### src/rtl/sevenseg_scan_driver.sv
`default_nettype none
// ============================================================================
// Module   : sevenseg_scan_driver
// Brief    : Multiplexed hex seven-segment driver with frame-aligned updates
//            and optional leading-zero blanking.
// Revision : 1.0 - initial release
// ============================================================================
module sevenseg_scan_driver #(
    parameter int DIGITS           = 4,
    parameter int REFRESH_DIV      = 50000,
    parameter bit ACTIVE_LOW_ANODE = 1'b1
) (
    input  logic                clk,
    input  logic                rst_n,
    input  logic                load,
    input  logic [4*DIGITS-1:0] value,
    input  logic [DIGITS-1:0]   dp_in,
    input  logic                blank_lz,
    input  logic                enable,
    output logic [6:0]          sevenseg,
    output logic                decout,
    output logic [DIGITS-1:0]   anode,
    output logic                frame_tick
);

    localparam int c_cnt_w = (REFRESH_DIV > 1) ? $clog2(REFRESH_DIV) : 1;
    localparam int c_idx_w = (DIGITS > 1) ? $clog2(DIGITS) : 1;
    localparam logic [c_cnt_w-1:0] c_cnt_last = c_cnt_w'(REFRESH_DIV - 1);
    localparam logic [c_idx_w-1:0] c_idx_last = c_idx_w'(DIGITS - 1);
    localparam logic [DIGITS-1:0]  c_anode_idle = ACTIVE_LOW_ANODE ? '1 : '0;
    localparam logic [6:0]         c_seg_blank = 7'b1111111;

    logic [c_cnt_w-1:0]  r_cnt;
    logic [c_idx_w-1:0]  r_idx;
    logic [4*DIGITS-1:0] r_shadow_val;
    logic [DIGITS-1:0]   r_shadow_dp;
    logic [4*DIGITS-1:0] r_active_val;
    logic [DIGITS-1:0]   r_active_dp;
    logic                r_pending;
    logic [6:0]          r_seg;
    logic                r_dec;
    logic [DIGITS-1:0]   r_anode;

    logic                w_cnt_tc;
    logic                w_wrap;
    logic [DIGITS-1:0]   w_sel;
    logic [DIGITS-1:0]   w_lz_mask;
    logic                w_upper_zero;
    logic [3:0]          w_cur_nib;
    logic                w_cur_dp;
    logic                w_cur_blank;

    assign w_cnt_tc = (r_cnt == c_cnt_last);
    assign w_wrap   = w_cnt_tc && (r_idx == c_idx_last);

    // Gated by rst_n so the degenerate 1x1 configuration stays quiet in reset.
    assign frame_tick = w_wrap & rst_n;

    always_ff @(posedge clk or negedge rst_n) begin
        if (!rst_n) begin
            r_cnt <= '0;
            r_idx <= '0;
        end else if (w_cnt_tc) begin
            r_cnt <= '0;
            r_idx <= (r_idx == c_idx_last) ? '0 : r_idx + 1'b1;
        end else begin
            r_cnt <= r_cnt + 1'b1;
        end
    end

    // A load in the boundary cycle goes straight to active and leaves nothing pending.
    always_ff @(posedge clk or negedge rst_n) begin
        if (!rst_n) begin
            r_shadow_val <= '0;
            r_shadow_dp  <= '0;
            r_active_val <= '0;
            r_active_dp  <= '0;
            r_pending    <= 1'b0;
        end else begin
            if (load) begin
                r_shadow_val <= value;
                r_shadow_dp  <= dp_in;
            end
            if (w_wrap) begin
                r_pending <= 1'b0;
                if (load) begin
                    r_active_val <= value;
                    r_active_dp  <= dp_in;
                end else if (r_pending) begin
                    r_active_val <= r_shadow_val;
                    r_active_dp  <= r_shadow_dp;
                end
            end else if (load) begin
                r_pending <= 1'b1;
            end
        end
    end

    // Digit i is a leading zero when it and every digit above it are zero.
    always_comb begin
        w_lz_mask    = '0;
        w_upper_zero = 1'b1;
        for (int i = DIGITS - 1; i > 0; i--) begin
            w_upper_zero = w_upper_zero & (r_active_val[4*i +: 4] == 4'h0);
            w_lz_mask[i] = w_upper_zero;
        end
    end

    generate
        for (genvar gi = 0; gi < DIGITS; gi++) begin : g_sel
            assign w_sel[gi] = (r_idx == c_idx_w'(gi));
        end
    endgenerate

    always_comb begin
        w_cur_nib   = 4'h0;
        w_cur_dp    = 1'b0;
        w_cur_blank = 1'b0;
        for (int i = 0; i < DIGITS; i++) begin
            if (w_sel[i]) begin
                w_cur_nib   = r_active_val[4*i +: 4];
                w_cur_dp    = r_active_dp[i];
                w_cur_blank = blank_lz & w_lz_mask[i];
            end
        end
    end

    function automatic logic [6:0] f_decode(input logic [3:0] nib);
        case (nib)
            4'h0:    f_decode = 7'b0000001;
            4'h1:    f_decode = 7'b1001111;
            4'h2:    f_decode = 7'b0010010;
            4'h3:    f_decode = 7'b0000110;
            4'h4:    f_decode = 7'b1001100;
            4'h5:    f_decode = 7'b0100100;
            4'h6:    f_decode = 7'b0100000;
            4'h7:    f_decode = 7'b0001111;
            4'h8:    f_decode = 7'b0000000;
            4'h9:    f_decode = 7'b0000100;
            4'hA:    f_decode = 7'b0001000;
            4'hB:    f_decode = 7'b1100000;
            4'hC:    f_decode = 7'b0110001;
            4'hD:    f_decode = 7'b1000010;
            4'hE:    f_decode = 7'b0110000;
            default: f_decode = 7'b0111000;
        endcase
    endfunction

    // Anode and segments share one register stage so they always change together.
    always_ff @(posedge clk or negedge rst_n) begin
        if (!rst_n) begin
            r_seg   <= c_seg_blank;
            r_dec   <= 1'b1;
            r_anode <= c_anode_idle;
        end else if (enable) begin
            r_seg   <= w_cur_blank ? c_seg_blank : f_decode(w_cur_nib);
            r_dec   <= ~w_cur_dp;
            r_anode <= ACTIVE_LOW_ANODE ? ~w_sel : w_sel;
        end else begin
            r_seg   <= c_seg_blank;
            r_dec   <= 1'b1;
            r_anode <= c_anode_idle;
        end
    end

    assign sevenseg = r_seg;
    assign decout   = r_dec;
    assign anode    = r_anode;

endmodule
`default_nettype wire

### config.mk
export PLATFORM = sky130hd
export DESIGN_NAME = sevenseg_scan_driver
export DESIGN_NICKNAME = d
export VERILOG_FILES = /design/src/rtl/sevenseg_scan_driver.sv
export SDC_FILE = /design/constraint.sdc
export NUM_CORES = 1
export LEC_CHECK = 0
export CORE_ASPECT_RATIO = 1.75
export CORE_UTILIZATION = 50
export DETAILED_ROUTE_END_ITERATION = 8
export PLACE_DENSITY = 0.79
export SYNTH_ARGS = -nofsm -noshare
export SYNTH_HDL_FRONTEND = slang
export SYNTH_SLANG_ARGS = --single-unit
### constraint.sdc
create_clock -name clk -period 4.1 [get_ports clk]
set_clock_uncertainty 0.05 [all_clocks]
set_input_delay 0.82 -clock clk [delete_from_list [all_inputs] [get_ports clk]]
set_output_delay 0.82 -clock clk [all_outputs]
set_load 0.02 [all_outputs]
==> results_dict.tcl <==
set metrics [dict create \
    cts_buffers 9 \
    min_period_over_period_pct 85.8 \
    sw_frac_of_total_pct 21.4 \
    worstHoldStart "r_cnt[0]" \
    fin_setup_tns_ns 0 \
    drtPass1Iterations 4 \
    whs_ns 0.418 \
    postSynthCellCount 261 \
    synth-edff-count 0 \
    initial_core_util_pct 52.3 \
    dp_slack_ns 0.955 \
    core_mm2 0.00628 \
    rsz0062_at_grt "no" \
    fillerInstances 510 \
    relSlewSlack_pct 43.8 \
    end_kind "output port" \
    grt_pass1_wl_um 10400 \
    htreeDepth 3 \
    clk_pin_slew_ns 0.07 \
    clock_path_buffers 2 \
    postCtsHoldBufs 0 \
    reg2reg_from "r_idx[0]" \
    status "finished clean" \
    die_area_mm2 0.00690 \
    drv_cap 0 \
    synth_top_area_share_pct 45.0 \
    ys_ff_latch 71 \
    setup.worst_path.start "r_cnt[7]" \
    power.static_leakage_nw 1.78 \
    portBuffers 37 \
    power_density_mw_per_mm2 344 \
    placed_area_mm2 0.00372 \
    final_max_slew_viol_count 0 \
    place.gp.congestion 0.887 \
    final_layout_size_suffix_gt1_share_pct 23.0 \
    antenna-diode-count 0 \
    die-height_um 109 \
    synth_ff_type "dfrtp_1" \
    synth.top_cells.by_count "dfrtp_1, nand2_1, mux2_2, mux2_4, nor2_1" \
    critical_path_class "flop to output port" \
    drt-total-wl_um 6260 \
    grt_max_degree 72 \
    wl_per_cell_um 16.1 \
    worstMarginPinSlew_ns 0.844 \
    gr-total-overflow 0 \
    peakVddDrop_uv 250 \
    die_w_um 63.2 \
    timing.final.ws_setup_ns 0.580 \
    area_growth_pct 19.0 \
    max_freq_mhz 284 \
    pin_count 38 \
    grt_usage_pct 20.5 \
    hold_path.class "flop to flop" \
    cts_resized 0 \
    yosysTopAreaCell "dfrtp_1" \
    clk_latency_ns 0.34 \
    p_int_mw 1.05 \
    ys_warn_count 0 \
    netlist_area_mm2 0.00328 \
    avgSynthCellArea_um2 12.6 \
    required_ns 3.23 \
    design_area_mm2 0.00390 \
    num-nets-final 340 \
    synth.distinct_cells 42 \
    viasPerCell 5.45 \
    vias 2119 \
    p_comb_share_pct 6.5 \
    ant_nets 0 \
    power.switching_uw 287 \
    cts_tree "done" \
    seq_area_frac_synth_pct 54.6 \
    syn-num-nets 297 \
    period_needed_ns 3.52 \
    drtIter0Drc 127 \
    worstPathArrival_ns 2.65 \
    clkSinkCount 71 \
    async_reset_ff_share_pct 100 \
    drc 0 \
    setup_viol 0 \
    hold_violations 0 \
    grt_pass1_vias 2185 \
    cp-start-kind "flop" \
    std_cell_rows 38 \
    post_cts_buffers 0 \
    p_seq_share_pct 54.6 \
    cp_max_fo 3 \
    synthTopCellsByArea "dfrtp_1, dfstp_2, mux2_4" \
    clockPowerShare_pct 38.9 \
    cts-root-buf "clkbuf_8" \
    antenna_found_initial 0 \
    dp_hpwl_um 4450 \
    yosysMostFrequentCell "dfrtp_1" \
]
-- critical path: stages (launching register included) --
cell and delay (ns):
dfrtp_1 0.40, or4b_1 0.53, or4_4 0.50, nor2_4 0.09, and3_1 0.17, clkdlybuf4s50_1 0.61
-- cell type report --
cell class,instances,area (um^2),share of cell area [%]
clock buffer,14,143,3.66
timing repair buffer,41,395,10.1
inverter,9,33.8,0.866
clock inverter,2,35.0,0.898
multi-input combinational,172,1400,36.0
tap,80,100,2.56
sequential,71,1790,45.9
-- logic make-up (layout without fill, tap and decap cells) --
kind of cell / count (synthesis) / in the layout / share of synthesized area, %
DFF: 71 / 71 / 54.6
adders and majority gates: 11 / 11 / 4.20
AOI/OAI and AO/OA: 29 / 29 / 6.22
muxes: 41 / 41 / 16.3
xor gates and xnor gates: 14 / 14 / 3.74
buffers and inverters: 18 / 66 / 2.59
and+or+nand+nor: 77 / 77 / 12.3
-- metal layers --
layer | up-vias | GRT usage (%) | share of wire [%] | wire [um]
li1 | 999 | - | - | -
met1 | 1056 | 21.7 | 39 | 2430
met2 | 53 | 36.7 | 56 | 3490
met3 | 11 | 4.60 | 3.1 | 195
met4 | 0 | 12.2 | 2.4 | 148
met5 | - | 0 | 0 | 0
-- cell usage in the layout (no fill, tap or decap), types with 3 or more instances in the layout --
master	n
buf_4	4
xor2_1	10
o21ai_0	3
dfrtp_1	59
clkbuf_1	5
xnor2_1	4
nand2_1	25
dfstp_2	12
clkdlybuf4s50_1	36
nor3b_1	3
clkbuf_8	9
nor2b_1	7
inv_1	9
nor2_1	17
mux2_4	20
o221ai_1	5
nor3_1	3
a21oi_1	8
nand3_1	4
mux2_2	20
and3_1	3
ha_1	11
nand4_1	3
-- power groups by stage --
stage                     clock network, mW  logic, mW  registers, mW
after floorplan                           0     0.0314          0.748
after global placement                    0     0.0886          0.744
after detailed placement                  0     0.0899          0.745
after CTS                             0.534     0.0898          0.732
after global routing                  0.562     0.0959          0.734
final                                 0.523     0.0872          0.732
-- final timing paths --
| check | end | slack, ns | cells past startpoint |
|---|---|---|---|
| setup / recovery | frame_tick | 0.58 | 5 |
| hold / removal | r_cnt[0] | 0.42 | 1 |
| setup reg to reg | sevenseg[3] | 1.07 | 8 |
| hold reg to reg | r_cnt[0] | 0.42 | 1 |
| max in group asynchronous | r_cnt[13] | 2.77 | 2 |
| min in group asynchronous | r_active_val[6] | 0.69 | 2 |
-- sequential cells by signal, indices dropped and copies added (netlist names) --
name,cells
anode,4
decout,1
r_active_dp,4
r_active_val,16
r_cnt,16
r_idx,2
r_pending,1
r_shadow_dp,4
r_shadow_val,16
sevenseg,7
-- stage by stage --
| stage | cells | total power, mW | utilization [%] |
|---|---|---|---|
| floorplan | 261 | 0.779 | - |
| detailed placement | 373 | 0.835 | 59.4 |
| global placement | 373 | 0.833 | 59.4 |
| CTS | 389 | 1.36 | 62.2 |
| global route | 389 | 1.39 | 62.2 |
| finish | 389 | 1.34 | 62.2 |
Power figures use the tool's default switching activity.
